`config.mk`:
```
export PLATFORM = sky130hd
export DESIGN_NAME = vga_pixel_unpacker
export DESIGN_NICKNAME = d
export VERILOG_FILES = /design/src/rtl/vga_pkg.sv /design/src/rtl/vga_unpack_stats.sv /design/src/rtl/vga_pixel_unpacker.sv
export SDC_FILE = /design/constraint.sdc
export NUM_CORES = 1
export LEC_CHECK = 0
export BUFFER_PORTS_ARGS = -buffer_cell sky130_fd_sc_hd__buf_2
export CORE_MARGIN = 2
export CORE_UTILIZATION = 30
export CTS_CLUSTER_SIZE = 30
export DETAILED_ROUTE_END_ITERATION = 8
export SYNTH_ARGS = -nofsm -noshare
export SYNTH_HDL_FRONTEND = slang
export SYNTH_SLANG_ARGS = --single-unit
```
`constraint.sdc`:
```
create_clock -name VGA_CLK -period 3.8 [get_ports VGA_CLK]
set_input_delay 0.38 -clock VGA_CLK [delete_from_list [all_inputs] [get_ports VGA_CLK]]
set_output_delay 0.38 -clock VGA_CLK [all_outputs]
set_load 0.005 [all_outputs]
```
`src/rtl/vga_pkg.sv`:
```
// Shared display-path definitions: RGB555 pixel type, unpacker states and
// frame geometry constants used by both the unpacker and the timing generator.
package vga_pkg;

   typedef logic [15:0] rgb555_t;

   typedef enum logic [1:0] {
      UNPACK_IDLE   = 2'd0,
      UNPACK_ACTIVE = 2'd1,
      UNPACK_DONE   = 2'd2
   } unpack_state_t;

   localparam rgb555_t     RGB555_MASK         = 16'h7FFF;
   localparam rgb555_t     VGA_UNDERFLOW_COLOR = 16'h7C1F;
   localparam int unsigned VGA_PIXELS_800X600  = 800 * 600;

endpackage

```
`src/rtl/vga_unpack_stats.sv`:
```
// Diagnostic counters for the pixel unpacker: saturating underrun count since
// reset and a sticky short/long-frame flag. Cleared only by vga_resetn.
module vga_unpack_stats (
   input  logic        VGA_CLK,
   input  logic        vga_resetn,
   input  logic        underrun,
   input  logic        frame_bad,
   output logic [15:0] underflow_count,
   output logic        frame_error
);

   always_ff @(posedge VGA_CLK or negedge vga_resetn) begin
      if (!vga_resetn) begin
         underflow_count <= 16'h0000;
         frame_error     <= 1'b0;
      end else begin
         if (underrun && (underflow_count != 16'hFFFF))
            underflow_count <= underflow_count + 16'd1;
         if (frame_bad)
            frame_error <= 1'b1;
      end
   end

endmodule

```
`src/rtl/vga_pixel_unpacker.sv`:
```
// Splits 32-bit framebuffer words from a show-ahead FIFO into RGB555 pixels,
// one per read_pixel request. Optional statistics: define VGA_UNPACK_STATS_EN.
module vga_pixel_unpacker
   import vga_pkg::*;
#(
   parameter int unsigned PIXELS_PER_FRAME = VGA_PIXELS_800X600,
   parameter logic [15:0] UNDERFLOW_COLOR  = VGA_UNDERFLOW_COLOR,
   parameter int unsigned CNT_W            = 20
) (
   input  logic        VGA_CLK,
   input  logic        vga_resetn,
   input  logic        frame_start,
   input  logic        read_pixel,
   output logic [15:0] pixel,
   input  logic [31:0] fifo_q,
   input  logic        fifo_empty,
   output logic        fifo_rdreq,
   output logic        underflow,
   output logic [15:0] underflow_count,
   output logic        frame_error
);

   localparam logic [CNT_W-1:0] CNT_LAST = CNT_W'(PIXELS_PER_FRAME - 1);

   unpack_state_t    state;
   logic             sel;
   logic [CNT_W-1:0] pix_cnt;
   logic             serve;
   logic             underrun;
   rgb555_t          half;

   // frame_start pre-empts a coincident request so the new frame starts on a word boundary
   assign serve      = read_pixel & (state == UNPACK_ACTIVE) & !frame_start;
   assign underrun   = serve & fifo_empty;
   assign fifo_rdreq = serve & sel & !fifo_empty;
   assign half       = sel ? rgb555_t'(fifo_q[31:16]) : rgb555_t'(fifo_q[15:0]);

   // sel keeps toggling on underruns so a late word still lands in its screen slot
   always_ff @(posedge VGA_CLK or negedge vga_resetn) begin
      if (!vga_resetn) begin
         state     <= UNPACK_IDLE;
         sel       <= 1'b0;
         pix_cnt   <= '0;
         underflow <= 1'b0;
      end else if (frame_start) begin
         state     <= UNPACK_ACTIVE;
         sel       <= 1'b0;
         pix_cnt   <= '0;
         underflow <= 1'b0;
      end else if (serve) begin
         sel     <= ~sel;
         pix_cnt <= pix_cnt + CNT_W'(1);
         if (fifo_empty)
            underflow <= 1'b1;
         if (pix_cnt == CNT_LAST)
            state <= UNPACK_DONE;
      end
   end

   always_ff @(posedge VGA_CLK or negedge vga_resetn) begin
      if (!vga_resetn)
         pixel <= 16'h0000;
      else if (read_pixel) begin
         if (!serve)
            pixel <= 16'h0000;
         else if (fifo_empty)
            pixel <= UNDERFLOW_COLOR;
         else
            pixel <= half & RGB555_MASK;
      end
   end

`ifdef VGA_UNPACK_STATS_EN
   localparam logic [CNT_W-1:0] CNT_FULL = CNT_W'(PIXELS_PER_FRAME);

   logic frame_bad;

   assign frame_bad = frame_start & (state == UNPACK_ACTIVE) & (pix_cnt != CNT_FULL);

   vga_unpack_stats u_stats (
      .VGA_CLK         (VGA_CLK),
      .vga_resetn      (vga_resetn),
      .underrun        (underrun),
      .frame_bad       (frame_bad),
      .underflow_count (underflow_count),
      .frame_error     (frame_error)
   );
`else
   assign underflow_count = 16'h0000;
   assign frame_error     = 1'b0;
`endif

endmodule

```
# == Word level (Yosys, flattened, before mapping) ==
# Index checks and enable logic that the tools add are counted.
# W data, S select, Z words.
# word_totals
reg_bits,40
input_bits,37
elab_cells,33
# classes
muxes,13
addsub,1
bitwise,5
n_eq_ne,2
reduce_logical,7
# ops
operator,n
$mux W15,3
$mux W20,2
$add A20 B1 Y20 const B,1
$eq A20 B19 Y1 const B,1
$mux W2,3
$reduce_bool A2 Y1,3
$mux W1,5
$and A1 B1 Y1,4
$reduce_and A2 Y1,2
$eq A2 B1 Y1 const B,1
$logic_not A1 Y1,2
$not A1 Y1,1

# == Depth between registers and ports, before layout ==
# Gate-level depths: netlist of run 1.
# depth
ltp_word,5
mapped_depth,6

# == Worst setup path before layout of run 1 ==
# Ideal clock, no wire load.
# synth_timing
path_kind,reg2reg
start,register state[1]
end,register pix_cnt[13]
path_buffers,2
slack_ns,2.180
period_less_slack_ns,1.620
t_arrival_ns,1.542
setup_ns,0.078
stages_incl_launch_ff,7
cell_sequence,dfrtp_1 -> and3b_1 -> buf_6 -> nand4_4 -> buf_6 -> or4_1 -> a21oi_1
# synth_via
elab_chain_len,4
# synth_rtl
element,line_no,source
"start, declared",vga_pixel_unpacker.sv:25,unpack_state_t state;
"start signal, assigned",vga_pixel_unpacker.sv:41,state <= UNPACK_IDLE;
"start signal, assigned",vga_pixel_unpacker.sv:46,state <= UNPACK_ACTIVE;
"start signal, assigned",vga_pixel_unpacker.sv:56,state <= UNPACK_DONE;
$eq A2 B1 Y1,vga_pixel_unpacker.sv:33,assign serve = read_pixel & (state == UNPACK_ACTIVE) & !frame_start;
$and A1 B1 Y1 (2 in series),vga_pixel_unpacker.sv:33,
$reduce_bool A2 Y1 (no source line),-,
"end signal, assigned",vga_pixel_unpacker.sv:52,pix_cnt <= pix_cnt + CNT_W'(1);
"end, declared",vga_pixel_unpacker.sv:27,logic [CNT_W-1:0] pix_cnt;
# No other way between the ends.
# A chain may end at the register's enable or synchronous reset.

# == Worst setup path in the final report of run 1 ==
# layout_timing
start,register state[1]
end,output fifo_rdreq
# layout_via
elab_chain_len,5
# layout_rtl
element,line_no,source
$eq A2 B1 Y1,vga_pixel_unpacker.sv:33,
$and A1 B1 Y1 (2 in series),vga_pixel_unpacker.sv:33,
$and A1 B1 Y1 (2 in series),vga_pixel_unpacker.sv:35,assign fifo_rdreq = serve & sel & !fifo_empty;
"end, declared",vga_pixel_unpacker.sv:17,"output logic fifo_rdreq,"
# No other way between the ends.

==> results of run 1 <==
## report_power, final
part	switching (mW)	internal, mW
sequential	0.0129	0.438
combinational	0.0567	0.0503
clock	0.153	0.196
## cell usage after synthesis, drive strengths merged
master and n:
o31ai 4, nor2b 1, xnor2 4, xor2 7, o21ai 16, and2 1, ha 1, or3 6
and3 5, nand3b 1, conb 1, a21oi 10, nor4b 1, a21o 1, inv 13, nand3 8
and4b 1, nand4 5, and4 2, nor4 3, and2b 5, or4 4, nor3 1, clkbuf 6
buf 22, dfrtp 39, and3b 1, nor2 13, nand2 10, a221o 15
## routing by layer
metal,up-vias,wire length [um],track usage
met5,-,0,0
met4,0,63,0.04261
met3,5,185,0.03143
met2,43,1969,0.1811
met1,773,2031,0.1559
li1,797,-,-
## flip-flops by register name (all words and copies together), names as in the netlist
signal     count
pix_cnt       20
pixel         15
sel            1
state          2
underflow      1
## area by class of cell
class	instances	area [um2]
flip-flops and latches	39	975.9
clock inverters	3	43.79
clock buffers	5	68.82
repair buffers	51	255.2
well taps	80	100.1
multi-input cells	144	892.1
inverters	13	48.80
fillers	665	4297
## worst max path at each step
stage / end / depth (start not counted)
finish: fifo_rdreq / 4
CTS: fifo_rdreq / 4
global placement: fifo_rdreq / 5
global route: fifo_rdreq / 4
detailed placement: fifo_rdreq / 5
floorplan: pix_cnt[13] / 6
## stage by stage
stage               std cells  setup WS [ns]  cell area (um2)  hold slack, ns    util
global placement          327          1.230             2272          0.4878  0.3401
CTS                       335          1.112             2385          0.2371  0.3569
detailed placement        327          1.195             2272          0.5186  0.3401
finish                    335          1.160             2385          0.2021  0.3569
global route              335         0.9575             2385          0.2714  0.3569
floorplan                 224          2.180             2107         0.08441       -
## critical path: cells and delay by family (launching register included)
kind | cells | cell delay (ns)
buf+inv | 1 | 0.19
flops | 1 | 0.40
simple gates | 3 | 1.37
## placed cells by master, fill, tap and decap left out
master / count
sky130_fd_sc_hd__nor4b_1: 1
sky130_fd_sc_hd__nor4_1: 3
sky130_fd_sc_hd__nor3_1: 1
sky130_fd_sc_hd__nand3_1: 8
sky130_fd_sc_hd__and2_1: 1
sky130_fd_sc_hd__nand3b_1: 1
sky130_fd_sc_hd__xor2_1: 7
sky130_fd_sc_hd__clkinv_2: 1
sky130_fd_sc_hd__and3_1: 5
sky130_fd_sc_hd__bufinv_16: 1
sky130_fd_sc_hd__a21oi_1: 10
sky130_fd_sc_hd__nor2_1: 13
sky130_fd_sc_hd__inv_1: 13
sky130_fd_sc_hd__o21ai_0: 16
sky130_fd_sc_hd__ha_1: 1
sky130_fd_sc_hd__nor2b_1: 1
sky130_fd_sc_hd__or4_1: 4
sky130_fd_sc_hd__o31ai_1: 4
sky130_fd_sc_hd__a21o_1: 1
sky130_fd_sc_hd__clkbuf_8: 5
sky130_fd_sc_hd__xnor2_1: 4
sky130_fd_sc_hd__nand4_4: 1
sky130_fd_sc_hd__conb_1: 18
sky130_fd_sc_hd__and2b_1: 5
sky130_fd_sc_hd__a221o_1: 15
sky130_fd_sc_hd__and4_1: 2
sky130_fd_sc_hd__nand2_1: 10
sky130_fd_sc_hd__nand4_1: 4
sky130_fd_sc_hd__clkinv_4: 1
sky130_fd_sc_hd__or3_1: 6
sky130_fd_sc_hd__dfrtp_1: 39
sky130_fd_sc_hd__buf_2: 51
sky130_fd_sc_hd__and4b_1: 1
sky130_fd_sc_hd__and3b_1: 1
## logic make-up (layout without fill, tap and decap cells)
group                      Yosys count  count (layout)  synth area share
AOI/OAI and AO/OA                   46              46            0.1555
buffers and inverters               41              72            0.1170
and+or+nand+nor                     68              68            0.1947
adders and majority gates            1               1          0.006123
other                                1              18          0.001835
xor gates and xnor gates            11              11           0.04715
DFF                                 39              39            0.4777
==> results.json, run 1 <==
{
  "tritoncts_clock_tree": "done",
  "cts_repair_resize_count": 0,
  "reg2regPathDepth": 4,
  "post_drt_wl_per_cell_um": 12.69,
  "final_number_of_max_transition_violations": 0,
  "insertion_delay_ns": 0.30,
  "min_path_type": "input pin to asynchronous set/reset pin",
  "post-route-drc-count": 0,
  "worst_setup_end_kind": "primary output",
  "timing.final.crit_share": 0.6947,
  "critPathRequiredTime_ns": 3.42,
  "final_period_minus_worst_setup_slack_ns": 2.640,
  "status": "completed",
  "clock.fmax_mhz": 378.8,
  "critical_path.reg2reg.startpoint": "state[1]",
  "worstSetupStartpoint": "state[1]",
  "io_buffer_count": 51,
  "route.detailed.vias_per_inst": 4.830,
  "rsz0062_at_grt": "false",
  "timing.final.setup_violations": 0,
  "synth_warnings": 0,
  "cellLeakagePower_nw": 1.168,
  "largest_net_degree_at_the_start_of_global_routing": 40,
  "io_pins": 72,
  "drv_cap": 0,
  "cts.path.max_buffers": 2,
  "worstMarginPinSlew_ns": 1.193,
  "crit-reg2reg-capture": "pixel[7]",
  "post_synth_instance_area_um2": 2043,
  "number_of_standard_cells_after_synthesis": 207,
  "ys_ff_latch": 39,
  "post-layout-total-power_uw": 906.2,
  "route.vias.total": 1618,
  "synthDistinctLibCells": 33,
  "clock_sinks": 39,
  "cp.arrival_ns": 2.26,
  "cts_buffers": 5,
  "htree_levels": 2,
  "synth_largest_area_cell": "sky130_fd_sc_hd__dfrtp_1",
  "total_track_usage": 0.1165,
  "report.final.hold_viol_count": 0,
  "die_area_um2": 7487,
  "totalNegativeSetupSlack_ns": 0,
  "worstSetupStartpointType": "flop",
  "floorplan.rows": 30,
  "r2r_setup_slack_ns": 1.74,
  "grt_antenna_before_repair": 0,
  "die_h_um": 86.53,
  "pwr_density_cell_nw_per_um2": 380.0,
  "dieWidth_um": 86.53,
  "slowest_cell_on_the_critical_path": "sky130_fd_sc_hd__and3_1",
  "finalNetCount": 292,
  "syn_area_per_cell_um2": 9.871,
  "drive_above_1_share": 0.2353,
  "n_antenna_cell": 0,
  "global_route_wire_length_before_repair_mm": 6.913,
  "grt_pass1_vias": 1481,
  "seq_area_frac_synth": 0.4776,
  "final_antenna_net_count": 0,
  "cpPeakStageDelay_ns": 0.49,
  "floorplan.initialDensity": 0.3058,
  "routabilityCongestion": 0.7329,
  "clk_pin_slew_worst_paths_ns": 0.08,
  "synthTopCellsByArea": "sky130_fd_sc_hd__dfrtp_1 48%, sky130_fd_sc_hd__a221o_1 7.3%, sky130_fd_sc_hd__buf_4 6.6%",
  "maxSlewHeadroom": 0.1983,
  "firstDrtPassIters": 4,
  "timing.critical_path.fanout_max": 11,
  "drt_total_wl_mm": 4.251,
  "post-cts-setup-buffer-count": 0,
  "root_buffer": "sky130_fd_sc_hd__clkbuf_8",
  "max-vdd-ir-drop_uv": 121.2,
  "hold_buffer_count_at_cts": 0,
  "clock-skew-final_ns": 0.01172,
  "placeableCoreArea_um2": 6681,
  "worstPathCellList": "and3b_1 -> and3_1 -> nor2b_1 -> buf_2",
  "detail_route.iter0.violations": 98,
  "estimated_wirelength_of_the_detail_placed_design_mm": 3.037,
  "critical_path_class": "flop to primary output",
  "area_growth_pct": 16.72,
  "netlist.area_leader.share": 0.4776,
  "grt-ovfl-total": 0
}
No activity file was read; power rests on OpenSTA's default activity.
==> run 2, diff against run 1 <==
- clock period: 3.8 -> 2.3 ns (I/O delays scaled with it)
==> run 2 against run 1 <==
Against the previous run: sequential power is 65% higher; global-route usage rose by 0.077 points; largest cell class unchanged; critical path depth unchanged; routed wire length down 2.7%; non-clock buffer count increased by 3; final area is 0.11% lower; clock skew is 0.0075 ns lower; setup slack got worse by 0.91 ns; worst hold slack got worse by 0.14 ns; clock power up 28%.
==> results.json, run 2 (synthesis gave the netlist of run 1 again) <==
{
  "global_route_wire_length_before_repair_mm": 7.155,
  "routed_length_on_met1_mm": 1.973,
  "worst_setup_end_kind": "primary output",
  "placeableCoreArea_um2": 6681,
  "area_growth_pct": 16.59,
  "cts_buffers": 5,
  "clock-skew-final_ns": 0.004206,
  "switching_share": 0.2539,
  "total_switching_power_uw": 347.5,
  "die_h_um": 86.53,
  "top_layer_used": "met4",
  "largest-register": "pix_cnt",
  "cp.arrival_ns": 1.82,
  "critical_path_class": "flop to primary output",
  "min_path_type": "input pin to asynchronous set/reset pin",
  "io_buffer_count": 51,
  "dieWidth_um": 86.53,
  "detail_route.iter0.violations": 76,
  "floorplan.initialDensity": 0.3058,
  "final_design_area_no_fill_um2": 2382,
  "largest_net_degree_at_the_start_of_global_routing": 40,
  "setup_ws_ns": 0.2546,
  "post_drt_wl_per_cell_um": 12.24,
  "routabilityCongestion": 0.7373,
  "timing.final.crit_share": 0.8893,
  "drt_total_wl_mm": 4.136,
  "firstDrtPassIters": 4,
  "status": "completed",
  "floorplan.rows": 30,
  "route.vias.total": 1612,
  "dp_cells": 330,
  "clock.fmax_mhz": 488.9,
  "rsz0062_at_grt": "false",
  "dp_slack_ns": 0.3403,
  "route.detailed.vias_per_inst": 4.769,
  "pwr_density_cell_nw_per_um2": 574.5,
  "drive_above_1_share": 0.2442,
  "timing.final.setup_violations": 0,
  "biggestRegsByFlops": "pix_cnt (20), pixel (15), state (2)",
  "met3_wirelength_um": 183,
  "cts.path.max_buffers": 2,
  "htree_levels": 2,
  "final-instance-count-excl-fill": 338,
  "root_buffer": "sky130_fd_sc_hd__clkbuf_8",
  "critPathRequiredTime_ns": 2.07,
  "n_antenna_cell": 0,
  "grt_pass1_vias": 1548,
  "post-layout-total-power_mw": 1.369,
  "dpl-instance-area_um2": 2295,
  "power.share.clock": 0.325,
  "estimated_wirelength_of_the_detail_placed_design_mm": 3.014,
  "timing.critical_path.fanout_max": 8,
  "worstSetupStartpointType": "flop",
  "final_number_of_max_transition_violations": 0,
  "power.combinational.fraction": 0.131,
  "maxSlewHeadroom": 0.2666,
  "grt_antenna_before_repair": 0,
  "die_area_um2": 7487,
  "grt-ovfl-total": 0,
  "cellLeakagePower_nw": 1.167,
  "most-common-layout-cells": "51 x sky130_fd_sc_hd__buf_2, 39 x sky130_fd_sc_hd__dfrtp_1, 18 x sky130_fd_sc_hd__conb_1",
  "final_period_minus_worst_setup_slack_ns": 2.045,
  "power.sequential.fraction": 0.543,
  "internal_power_mw": 1.021,
  "met2_wirelength_mm": 1.965,
  "report.final.hold_viol_count": 0,
  "worstMarginPinSlew_ns": 1.092,
  "post-route-drc-count": 0,
  "clock_sinks": 39,
  "insertion_delay_ns": 0.28,
  "max-vdd-ir-drop_uv": 233.4,
  "drv_cap": 0,
  "totalNegativeSetupSlack_ns": 0,
  "tritoncts_clock_tree": "done",
  "final_antenna_net_count": 0,
  "io_pins": 72,
  "largest_register_ff_count": 20,
  "finalNetCount": 295,
  "clk_pin_slew_worst_paths_ns": 0.08,
  "layout_commonest_cell": "sky130_fd_sc_hd__buf_2",
  "total_track_usage": 0.1172
}
## run 2: cell count changes in the layout (fill, tap and decap cells not counted), sizes merged
cell | before | now
clkbuf | 5 | 6
bufinv | 1 | 0
clkinv | 2 | 1
clkinvlp | 0 | 1
buf | 51 | 54
## run 2: through the flow
step	hold WS, ns	util
finish	0.06692	0.3566
global route	0.1299	0.3566
CTS	0.09354	0.3562
detailed placement	0.4122	0.3434
global placement	0.4100	0.3434
floorplan	-0.06559	-
## run 2: timing repair
action / CTS / global route
endpoints found under the setup margin: 0 / 1
resized for setup: 0 / 1
setup buffers: 0 / 0
hold buffers: 0 / 0
## run 2: layout make-up
| class | count | area, um2 |
|---|---|---|
| multi-input combinational | 144 | 894.6 |
| clock inverter | 2 | 12.51 |
| timing repair buffer | 54 | 277.8 |
| inverter | 13 | 48.80 |
| clock buffer | 6 | 72.57 |
| tap | 80 | 100.1 |
| sequential | 39 | 975.9 |
| fill | 672 | 4299 |
## run 2: worst max-delay path: stages, from the launching register on
cell                      delay [ns]
sky130_fd_sc_hd__dfrtp_1        0.40
sky130_fd_sc_hd__and3b_1        0.45
sky130_fd_sc_hd__and3_1         0.23
sky130_fd_sc_hd__nor2b_2        0.28
sky130_fd_sc_hd__buf_2          0.17
## run 2: per-layer routing
metal  up-vias  global-route usage
met4         0             0.02131
met3         3             0.02857
li1        802                   -
met5         -                   0
met2        40              0.1867
met1       767              0.1644
## run 2: power by group through the flow
| stage | Sequential [mW] | Combinational, mW | Clock (mW) |
|---|---|---|---|
| after global routing | 0.749 | 0.209 | 0.496 |
| after detailed placement | 0.757 | 0.182 | 0 |
| after CTS | 0.744 | 0.183 | 0.468 |
| after floorplan | 0.760 | 0.107 | 0 |
| final | 0.744 | 0.179 | 0.445 |
| after global placement | 0.756 | 0.181 | 0 |
## run 2: path summary, 6_finish.rpt
path	start	slack [ns]	end	cells after the start
worst min-delay path	vga_resetn	0.07	pix_cnt[9]	1
max in group asynchronous	vga_resetn	1.70	pix_cnt[6]	1
worst max-delay path	state[1]	0.25	fifo_rdreq	4
worst min register to register	state[1]	0.52	state[1]	1
worst max register to register	state[1]	0.39	pix_cnt[15]	4
min in group VGA_CLK	fifo_q[10]	0.17	pixel[10]	2
